**config.mk**
```make
export PLATFORM = sky130hd
export DESIGN_NAME = memwb_skid_reg_flat
export DESIGN_NICKNAME = d
export VERILOG_FILES = /design/src/rtl/memwb_skid_reg_if.sv /design/src/rtl/memwb_skid_reg.sv /design/src/flat_wrapper.sv
export SDC_FILE = /design/constraint.sdc
export NUM_CORES = 1
export LEC_CHECK = 0
export CORE_MARGIN = 5
export CORE_UTILIZATION = 34
export DETAILED_ROUTE_END_ITERATION = 10
export GPL_ROUTABILITY_DRIVEN = 1
export MAX_ROUTING_LAYER = met4
export PLACE_DENSITY = 0.61
export SKIP_CTS_REPAIR_TIMING = 1
export SYNTH_ARGS = -nofsm -noshare
export SYNTH_HDL_FRONTEND = slang
export SYNTH_SLANG_ARGS = --single-unit
```
**constraint.sdc**
```tcl
create_clock -name clk -period 4.9 [get_ports clk]
set_clock_uncertainty 0.05 [all_clocks]
set_input_delay 0.735 -clock clk [delete_from_list [all_inputs] [get_ports clk]]
set_output_delay 0.735 -clock clk [all_outputs]
set_load 0.005 [all_outputs]
```
**src/rtl/memwb_skid_reg_if.sv**
```systemverilog
// MEM/WB boundary handshake bundle: MEM-side input channel and write-back-side head channel.
// The block under the slave modport accepts entries and presents its head entry.
interface memwb_skid_reg_if #(
    parameter int DATA_W = 32,
    parameter int REG_AW = 5,
    parameter int CTRL_W = 2
);
    logic              in_valid;
    logic              in_ready;
    logic [CTRL_W-1:0] in_wb;
    logic [REG_AW-1:0] in_rd;
    logic [DATA_W-1:0] in_mem;
    logic [DATA_W-1:0] in_alu;
    logic              out_valid;
    logic              out_ready;
    logic [CTRL_W-1:0] out_wb;
    logic [REG_AW-1:0] out_rd;
    logic [DATA_W-1:0] out_mem;
    logic [DATA_W-1:0] out_alu;

    modport master (
        output in_valid, in_wb, in_rd, in_mem, in_alu, out_ready,
        input  in_ready, out_valid, out_wb, out_rd, out_mem, out_alu
    );

    modport slave (
        input  in_valid, in_wb, in_rd, in_mem, in_alu, out_ready,
        output in_ready, out_valid, out_wb, out_rd, out_mem, out_alu
    );
endinterface

```
**src/rtl/memwb_skid_reg.sv**
```systemverilog
// MEM/WB pipeline register with a 2-entry skid buffer, registered in_ready,
// write-back data select, $zero-suppressed write strobe and a retired-write counter.
module memwb_skid_reg #(
    parameter int DATA_W = 32,
    parameter int REG_AW = 5,
    parameter int CTRL_W = 2,
    parameter int CNT_W  = 16
) (
    input  logic               clk,
    input  logic               reset,
    input  logic               flush,
    memwb_skid_reg_if.slave    bus,
    output logic               wb_en,
    output logic [DATA_W-1:0]  wb_data,
    output logic [CNT_W-1:0]   retired
);
    typedef enum logic [1:0] {
        S_EMPTY = 2'd0,
        S_ONE   = 2'd1,
        S_FULL  = 2'd2
    } state_t;

    state_t            r_state;
    state_t            w_state_nxt;
    logic              r_in_ready;

    logic [CTRL_W-1:0] r_head_wb_p0;
    logic [REG_AW-1:0] r_head_rd_p0;
    logic [DATA_W-1:0] r_head_mem_p0;
    logic [DATA_W-1:0] r_head_alu_p0;
    logic [CTRL_W-1:0] r_skid_wb_p0;
    logic [REG_AW-1:0] r_skid_rd_p0;
    logic [DATA_W-1:0] r_skid_mem_p0;
    logic [DATA_W-1:0] r_skid_alu_p0;
    logic [CNT_W-1:0]  r_retired;

    logic              w_acc;
    logic              w_rel;
    logic              w_out_valid;
    logic              w_head_from_in;
    logic              w_head_from_skid;
    logic              w_skid_from_in;
    logic              w_wb_en;

    assign w_out_valid = (r_state != S_EMPTY);
    assign w_acc       = bus.in_valid & r_in_ready;
    assign w_rel       = w_out_valid & bus.out_ready;

    // in_ready is registered from the next state, so out_ready never reaches it combinationally
    always_ff @(posedge clk or posedge reset) begin
        if (reset) begin
            r_state    <= S_EMPTY;
            r_in_ready <= 1'b1;
        end else begin
            r_state    <= w_state_nxt;
            r_in_ready <= (w_state_nxt != S_FULL);
        end
    end

    always_comb begin
        w_state_nxt = r_state;
        if (flush) begin
            w_state_nxt = S_EMPTY;
        end else begin
            case (r_state)
                S_EMPTY: if (w_acc) w_state_nxt = S_ONE;
                S_ONE: begin
                    if (w_acc && !w_rel)      w_state_nxt = S_FULL;
                    else if (!w_acc && w_rel) w_state_nxt = S_EMPTY;
                end
                S_FULL:  if (w_rel) w_state_nxt = S_ONE;
                default: w_state_nxt = S_EMPTY;
            endcase
        end
    end

    always_comb begin
        w_head_from_in   = 1'b0;
        w_head_from_skid = 1'b0;
        w_skid_from_in   = 1'b0;
        if (!flush) begin
            case (r_state)
                S_EMPTY: w_head_from_in = w_acc;
                S_ONE: begin
                    w_head_from_in = w_acc & w_rel;
                    w_skid_from_in = w_acc & ~w_rel;
                end
                S_FULL:  w_head_from_skid = w_rel;
                default: ;
            endcase
        end
    end

    // ---- stage p0: head and skid payload registers ----
    always_ff @(posedge clk or posedge reset) begin
        if (reset) begin
            r_head_wb_p0  <= '0;
            r_head_rd_p0  <= '0;
            r_head_mem_p0 <= '0;
            r_head_alu_p0 <= '0;
            r_skid_wb_p0  <= '0;
            r_skid_rd_p0  <= '0;
            r_skid_mem_p0 <= '0;
            r_skid_alu_p0 <= '0;
        end else begin
            if (w_head_from_in) begin
                r_head_wb_p0  <= bus.in_wb;
                r_head_rd_p0  <= bus.in_rd;
                r_head_mem_p0 <= bus.in_mem;
                r_head_alu_p0 <= bus.in_alu;
            end else if (w_head_from_skid) begin
                r_head_wb_p0  <= r_skid_wb_p0;
                r_head_rd_p0  <= r_skid_rd_p0;
                r_head_mem_p0 <= r_skid_mem_p0;
                r_head_alu_p0 <= r_skid_alu_p0;
            end
            if (w_skid_from_in) begin
                r_skid_wb_p0  <= bus.in_wb;
                r_skid_rd_p0  <= bus.in_rd;
                r_skid_mem_p0 <= bus.in_mem;
                r_skid_alu_p0 <= bus.in_alu;
            end
        end
    end

    // A flushing head still completes its write when released in the same cycle
    assign w_wb_en = w_rel & r_head_wb_p0[0] & (r_head_rd_p0 != '0);

    always_ff @(posedge clk or posedge reset) begin
        if (reset) begin
            r_retired <= '0;
        end else if (w_wb_en) begin
            r_retired <= r_retired + CNT_W'(1);
        end
    end

    assign bus.in_ready  = r_in_ready;
    assign bus.out_valid = w_out_valid;
    assign bus.out_wb    = r_head_wb_p0;
    assign bus.out_rd    = r_head_rd_p0;
    assign bus.out_mem   = r_head_mem_p0;
    assign bus.out_alu   = r_head_alu_p0;
    assign wb_en         = w_wb_en;
    assign wb_data       = r_head_wb_p0[1] ? r_head_mem_p0 : r_head_alu_p0;
    assign retired       = r_retired;
endmodule

```
**src/flat_wrapper.sv**
```systemverilog
// flat-port wrapper written by rule: the top's interface ports become plain ports
module memwb_skid_reg_flat 
#(
    parameter int DATA_W = 32,
    parameter int REG_AW = 5,
    parameter int CTRL_W = 2,
    parameter int CNT_W  = 16
)
  (clk, reset, flush, wb_en, wb_data, retired, bus_in_valid, bus_in_wb, bus_in_rd, bus_in_mem, bus_in_alu, bus_out_ready, bus_in_ready, bus_out_valid, bus_out_wb, bus_out_rd, bus_out_mem, bus_out_alu);
  memwb_skid_reg_if #(.DATA_W(DATA_W), .REG_AW(REG_AW), .CTRL_W(CTRL_W)) bus_i ();
  input  logic clk;
  input  logic reset;
  input  logic flush;
  output logic wb_en;
  output logic [DATA_W-1:0] wb_data;
  output logic [CNT_W-1:0] retired;
  input wire logic [$bits(bus_i.in_valid)-1:0] bus_in_valid;
  input wire logic [$bits(bus_i.in_wb)-1:0] bus_in_wb;
  input wire logic [$bits(bus_i.in_rd)-1:0] bus_in_rd;
  input wire logic [$bits(bus_i.in_mem)-1:0] bus_in_mem;
  input wire logic [$bits(bus_i.in_alu)-1:0] bus_in_alu;
  input wire logic [$bits(bus_i.out_ready)-1:0] bus_out_ready;
  output wire logic [$bits(bus_i.in_ready)-1:0] bus_in_ready;
  output wire logic [$bits(bus_i.out_valid)-1:0] bus_out_valid;
  output wire logic [$bits(bus_i.out_wb)-1:0] bus_out_wb;
  output wire logic [$bits(bus_i.out_rd)-1:0] bus_out_rd;
  output wire logic [$bits(bus_i.out_mem)-1:0] bus_out_mem;
  output wire logic [$bits(bus_i.out_alu)-1:0] bus_out_alu;
  assign bus_i.in_valid = bus_in_valid;
  assign bus_i.in_wb = bus_in_wb;
  assign bus_i.in_rd = bus_in_rd;
  assign bus_i.in_mem = bus_in_mem;
  assign bus_i.in_alu = bus_in_alu;
  assign bus_i.out_ready = bus_out_ready;
  assign bus_in_ready = bus_i.in_ready;
  assign bus_out_valid = bus_i.out_valid;
  assign bus_out_wb = bus_i.out_wb;
  assign bus_out_rd = bus_i.out_rd;
  assign bus_out_mem = bus_i.out_mem;
  assign bus_out_alu = bus_i.out_alu;
  memwb_skid_reg #(.DATA_W(DATA_W), .REG_AW(REG_AW), .CTRL_W(CTRL_W), .CNT_W(CNT_W)) u_core (.clk(clk), .reset(reset), .flush(flush), .bus(bus_i), .wb_en(wb_en), .wb_data(wb_data), .retired(retired));
endmodule
```
# == Word-level counts from Yosys, hierarchy flattened ==
# Index checks and enable logic that the tools add are counted.
# word_totals
register_bits,161
latch_bits,0
ram_bits,0
rom_bits,0
inputBits,76
out_inout_bits,122
word_cells,51
mem_count,0
# op_classes
addsub,1
mul,0
div_mod_pow,0
n_lt_le_gt_ge,0
eq_ne,3
shifts,0
mux,21
n_bitwise,7
reduce_logical,8
# op_table
cell,count
$mux 32,5
$add 16x1->16 const B,1
$mux 2,7
$mux 5,2
$and 1x1->1,6
$pmux 2 s3,1
$mux 1,5
$reduce_bool 5->1,1
$reduce_bool 2->1,2
$eq 2x1->1 const B,1
$eq 2x2->1 const B,1
$logic_and 1x1->1,2
$logic_not 1->1,2
$logic_not 2->1,1
$ne 2x2->1 const B,1
$pmux 1 s2,1
$not 1->1,1

# == Depth between registers and ports, before layout ==
# Gate-level depths: netlist of the first run.
# logic_depth
depth_word,8
mapped_depth,7

# == Least setup slack after synthesis of the first run ==
# Ideal clock, no wire load.
# synth_path
kind,input port to output port
from,input bus_out_ready
to,output wb_en
arrival_ps,1151
t_required_ps,4115
path_slack_ps,2964
stages,2
path_buffers,0
path_cell_list,o211ai_1 > a21oi_2
# synth_between
elab_chain_len,3
# synth_lines
element,line,rtl
"start, declared",flat_wrapper.sv:22,input wire logic [$bits(bus_i.out_ready)-1:0] bus_out_ready;
$and 1x1->1,memwb_skid_reg.sv:47,assign w_rel = w_out_valid & bus.out_ready;
$and 1x1->1 (2 in series),memwb_skid_reg.sv:127,assign w_wb_en = w_rel & r_head_wb_p0[0] & (r_head_rd_p0 != '0);
"end, declared",flat_wrapper.sv:14,output logic wb_en;
# Every way passes these cells.

# == Worst setup path after layout of the first run ==
# Ends and elaborated chain as after synthesis.

==> impl_metrics.env, run 1 <==
export IMPL_status="completed"
export IMPL_r2r_cells=4
export IMPL_syn_avg_cell_area_sq_um=12.5
export IMPL_whs_ns=0.431
export IMPL_cts_htree_levels=4
export IMPL_avgViaCountPerCell=4.80
export IMPL_cp_max_fo=9
export IMPL_detailroute_via_count=5008
export IMPL_cts_sink_count=161
export IMPL_post_dp_hpwl_mm=11.4
export IMPL_finalNetCount=832
export IMPL_grt_overflow=0
export IMPL_insertion_delay_ns=0.42
export IMPL_yosysTopAreaCellShare=0.558
export IMPL_clockBufferDepth=2
export IMPL_cellPowerDensity_nw_per_um2=427
export IMPL_hold_depth=1
export IMPL_avgRoutedWirePerCell_um=16.7
export IMPL_antenna_found_initial=0
export IMPL_synthTopCellsByCount="dfrtp_1, mux2_2, a21oi_1, nor2_1, mux2i_1"
export IMPL_tightest_slew_ns=1.08
export IMPL_netlist_area_sq_um=7170
export IMPL_diodes=0
export IMPL_synthTopCellsByArea="dfrtp_1, mux2_2, mux2i_1"
export IMPL_critPathArrivalTime_ns=2.47
export IMPL_min_from="u_core.retired[15]"
export IMPL_layout_drive_gt1_share=0.188
export IMPL_busiest_layer="met2"
export IMPL_finalHoldViolCount=0
export IMPL_rrSetupSlack_ns=2.70
export IMPL_clkTransAtPathRegs_ns=0.07
export IMPL_grt_use_total=0.149
export IMPL_synth_edf_count=0
export IMPL_drv_cap=0
export IMPL_ios=198
export IMPL_grt_max_degree=162
export IMPL_grt_use_met2=0.247
export IMPL_final_cells=1043
export IMPL_first_pass_iters=4
export IMPL_setup_worst_path_end_class="output pin"
export IMPL_gp_congestion=0.750
export IMPL_cp_required_ns=4.12
export IMPL_ant_nets=0
export IMPL_die_h_um=155
export IMPL_cp_start_kind="primary input"
export IMPL_clock_fmax_mhz=307
export IMPL_yosysWarnings=0
export IMPL_setup_tns_ns=0
export IMPL_yosys_register_bits=161
export IMPL_ys_seq_area_frac=0.562
export IMPL_core_area_sq_um=20900
export IMPL_cts_root_buf="clkbuf_16"
export IMPL_ir_drop_v=0.000248
export IMPL_ys_types=32
export IMPL_wl_mm=17.4
export IMPL_netlist_instances=573
export IMPL_setup_violations=0
export IMPL_die_area_sq_um=24100
export IMPL_total_power_mw=4.24
export IMPL_crit_type="primary input to output pin"
export IMPL_start_util=0.343
export IMPL_timing_rr_end="u_core.bus.out_rd[3]"
export IMPL_ys_flop_type="dfrtp_1"
export IMPL_first_iter_violations=184
export IMPL_synth_fp_nets=650
export IMPL_hold_path_class="flop to flop"
export IMPL_grt_pass1_vias=5284
export IMPL_globalRouteMet3Util=0.0348
export IMPL_hold_path_end="u_core.retired[15]"
export IMPL_numPortBuffers=197
export IMPL_drv_slew=0
export IMPL_relSlewSlack=0.279
export IMPL_synthToLayoutAreaGrowth_pct=38.5
export IMPL_route_detailed_drc=0
export IMPL_synthMostInstantiatedCell="dfrtp_1"
export IMPL_die_w_um=155
export IMPL_period_share=0.665
export IMPL_rsz0062_at_grt="false"
export IMPL_cts_tree="built"
export IMPL_r2r_start="u_core.r_state[0]"
export IMPL_fin_crit_ns=3.26
export IMPL_ys_async_sr_fraction=1.00
export IMPL_p_leak_nw=3.99
export IMPL_grt_pass1_wl_mm=28.2
export IMPL_cts_buffers=17
export IMPL_yosysTopAreaCell="dfrtp_1"
export IMPL_row_count=53
export IMPL_dp_cells=1011
export IMPL_grt_met1_usage=0.186
## flip-flops by register name, summed over array words and instances (netlist names)
signal                cells
u_core.r_state            2
u_core.bus.out_mem       32
u_core.r_skid_mem_p0     32
u_core.r_skid_alu_p0     32
u_core.bus.out_wb         2
u_core.bus.out_alu       32
u_core.r_skid_rd_p0       5
u_core.r_skid_wb_p0       2
u_core.retired           16
u_core.bus.in_ready       1
u_core.bus.out_rd         5
## metrics by stage
stage,cell area [sq um],util,setup WS (ns)
after floorplan,7180,-,2.07
after detailed placement,9340,0.447,1.68
after global placement,9340,0.447,1.70
final,9940,0.476,1.64
after CTS,9940,0.476,1.66
after global routing,9940,0.476,1.57
## per-layer routing
metal  vias to the layer above  routed length, um
li1                       2386                  -
met1                      2482               7610
met2                       128               8760
met3                        12                879
met4                         0                172
met5                         -                  0
## layout make-up
class,count,area (sq um)
Sequential cell,161,4030
Multi-Input combinational cell,371,2910
Timing Repair Buffer,200,2030
Clock inverter,15,171
Fill cell,1867,11000
Inverter,4,18.8
Clock buffer,17,425
Tap cell,275,344
## logic make-up after synthesis
group / synth area share
multiplexers: 0.261
flip-flops: 0.562
AND/OR/NAND/NOR: 0.0651
AO/OA/AOI/OAI: 0.0565
buffers and inverters: 0.0344
XOR/XNOR: 0.0195
adder cells (fa/ha/maj): 0.00174
## critical path: stages
cell and delay, ns:
clkdlybuf4s50_1 0.57, o211ai_1 0.18, a21oi_2 0.39, clkdlybuf4s50_1 0.60
## cell usage in the layout, fill, tap and decap left out, types with 3 or more instances in the layout
master,n
and3_1,4
nor2_1,72
mux2_2,98
buf_12,3
nand3_1,6
mux2_1,6
inv_1,3
inv_6,6
clkbuf_16,17
xnor2_1,15
nand2_1,5
a21oi_1,73
clkdlybuf4s50_1,197
clkinv_4,4
nand4_1,6
mux2i_1,70
dfrtp_1,159
## where the power goes
| part | switching, mW | leakage, nW | internal, mW |
|---|---|---|---|
| clock | 0.576 | 0.292 | 0.766 |
| sequential | 0.238 | 1.91 | 1.64 |
| combinational | 0.322 | 1.79 | 0.698 |
| total | 1.14 | 3.99 | 3.11 |
## worst max path at each step
| stage | start | end | slack (ns) |
|---|---|---|---|
| 4_1_cts | bus_out_ready | wb_en | 1.66 |
| 3_5_place_dp | bus_out_ready | wb_en | 1.68 |
| 5_1_grt | bus_out_ready | wb_en | 1.57 |
| 2_1_floorplan | reset | u_core.bus.out_alu[0] | 2.07 |
| 6_report | bus_out_ready | wb_en | 1.64 |
| 3_3_place_gp | bus_out_ready | wb_en | 1.70 |
No activity file was read; power rests on OpenSTA's default activity.
==> run 2, diff against run 1 <==
- PLACE_DENSITY: 0.61 -> 0.59
- clock period: 4.9 -> 3 ns (I/O delays scaled with it)
==> impl_metrics.env, run 2 (same netlist as run 1, synthesis figures left out) <==
export IMPL_utilization=0.482
export IMPL_die_h_um=155
export IMPL_clkTransAtPathRegs_ns=0.06
export IMPL_mostFrequentLayoutCells="clkdlybuf4s50_1, dfrtp_1, mux2_2"
export IMPL_dp_cells=1017
export IMPL_cellPowerDensity_nw_per_um2=702
export IMPL_cp_endpoint="wb_en"
export IMPL_cts_root_buf="clkbuf_16"
export IMPL_crit_start="u_core.bus.out_rd[0]"
export IMPL_cp_start_kind="flop"
export IMPL_setup_tns_ns=0
export IMPL_whs_ns=0.374
export IMPL_grt_max_degree=143
export IMPL_first_pass_iters=4
export IMPL_dpl_cell_area_sq_um=9430
export IMPL_final_cells=1049
export IMPL_grt_pass1_wl_mm=28.3
export IMPL_r2r_cells=4
export IMPL_first_iter_violations=159
export IMPL_design_area_sq_um=10100
export IMPL_cts_buffers=17
export IMPL_grt_overflow=0
export IMPL_ir_drop_v=0.000352
export IMPL_hold_path_class="primary input to async pin"
export IMPL_final_common_cell="clkdlybuf4s50_1"
export IMPL_finalNetCount=838
export IMPL_core_area_sq_um=20900
export IMPL_p_leak_nw=4.05
export IMPL_clock_fmax_mhz=392
export IMPL_avgRoutedWirePerCell_um=16.9
export IMPL_grt_pass1_vias=5393
export IMPL_start_util=0.343
export IMPL_p_int_mw=5.27
export IMPL_status="completed"
export IMPL_ant_nets=0
export IMPL_layout_drive_gt1_share=0.190
export IMPL_timing_final_ws_setup_ns=0.450
export IMPL_r2r_start="u_core.bus.in_ready"
export IMPL_timing_rr_end="u_core.r_skid_alu_p0[28]"
export IMPL_cts_tree="built"
export IMPL_cp_required_ns=2.50
export IMPL_finalHoldViolCount=0
export IMPL_gp_congestion=0.765
export IMPL_period_share=0.850
export IMPL_antenna_found_initial=0
export IMPL_cts_htree_levels=4
export IMPL_wl_mm=17.7
export IMPL_fin_crit_ns=2.55
export IMPL_diodes=0
export IMPL_crit_type="flop to output pin"
export IMPL_cp_max_fo=3
export IMPL_rrSetupSlack_ns=1.10
export IMPL_ios=198
export IMPL_detailroute_via_count=5027
export IMPL_clockBufferDepth=2
export IMPL_p_sw_frac=0.254
export IMPL_setup_violations=0
export IMPL_p_seq_frac=0.431
export IMPL_clock_power_share=0.325
export IMPL_critPathArrivalTime_ns=2.05
export IMPL_pre_cts_slack_ns=0.559
export IMPL_synthToLayoutAreaGrowth_pct=40.3
export IMPL_tightest_slew_ns=0.625
export IMPL_numPortBuffers=197
export IMPL_total_power_mw=7.06
export IMPL_avgViaCountPerCell=4.79
export IMPL_die_w_um=155
export IMPL_comb_power_share=0.244
export IMPL_setup_worst_path_end_class="output pin"
export IMPL_drv_cap=0
export IMPL_rsz0062_at_grt="false"
export IMPL_p_switching_mw=1.79
export IMPL_post_dp_hpwl_mm=12.1
export IMPL_drv_slew=0
export IMPL_cts_sink_count=161
export IMPL_die_area_sq_um=24100
export IMPL_insertion_delay_ns=0.41
export IMPL_grt_use_total=0.151
export IMPL_relSlewSlack=0.580
export IMPL_route_detailed_drc=0
export IMPL_row_count=53
run 2: cell count changes in the layout (fill, tap and decap cells not counted):
| cell | before | now |
|---|---|---|
| inv_6 | 6 | 3 |
| bufinv_16 | 2 | 4 |
| clkinv_2 | 1 | 0 |
| clkbuf_8 | 0 | 1 |
| clkinv_4 | 4 | 1 |
| clkbuf_1 | 0 | 3 |
| clkinvlp_4 | 2 | 4 |
| inv_8 | 1 | 0 |
| buf_4 | 0 | 2 |
| buf_12 | 3 | 7 |
run 2: how the worst min path moves through the flow:
stage | slack, ns | cells past startpoint | from | end
final | 0.37 | 2 | reset | u_core.bus.out_alu[31]
after global routing | 0.39 | 2 | reset | u_core.bus.out_alu[31]
after CTS | 0.37 | 2 | reset | u_core.r_skid_mem_p0[31]
after detailed placement | 0.42 | 1 | u_core.retired[15] | u_core.retired[15]
after global placement | 0.41 | 1 | u_core.retired[15] | u_core.retired[15]
after floorplan | 0.41 | 1 | u_core.r_skid_alu_p0[19] | u_core.r_skid_alu_p0[19]
run 2: layout make-up:
| class | instances | area, sq um |
|---|---|---|
| clock buffers | 21 | 450 |
| clock inverters | 11 | 178 |
| fillers | 1884 | 10800 |
| inverters | 4 | 18.8 |
| multi-input cells | 371 | 2910 |
| flip-flops and latches | 161 | 4030 |
| well taps | 275 | 344 |
| repair buffers | 206 | 2130 |
run 2: metal layers:
metal | part of all wire | track usage | routed length, um
met5 | 0 | - | 0
met4 | 0.014 | 0.0463 | 248
met3 | 0.050 | 0.0350 | 889
met2 | 0.51 | 0.254 | 8980
met1 | 0.43 | 0.182 | 7610
run 2: critical path, cell delays in order (launching register included):
cell             delay, ns
dfrtp_1               0.41
nor4_1                0.59
a21oi_2               0.16
clkdlybuf4s50_1       0.48
run 2: power by group through the flow:
| stage | Combinational [mW] | Sequential [mW] | Clock, mW |
|---|---|---|---|
| after floorplan | 0.796 | 2.99 | 0 |
| after global placement | 1.71 | 3.05 | 0 |
| after detailed placement | 1.76 | 3.09 | 0 |
| after CTS | 1.76 | 3.05 | 2.37 |
| after global routing | 1.88 | 3.11 | 2.45 |
| final | 1.72 | 3.04 | 2.29 |
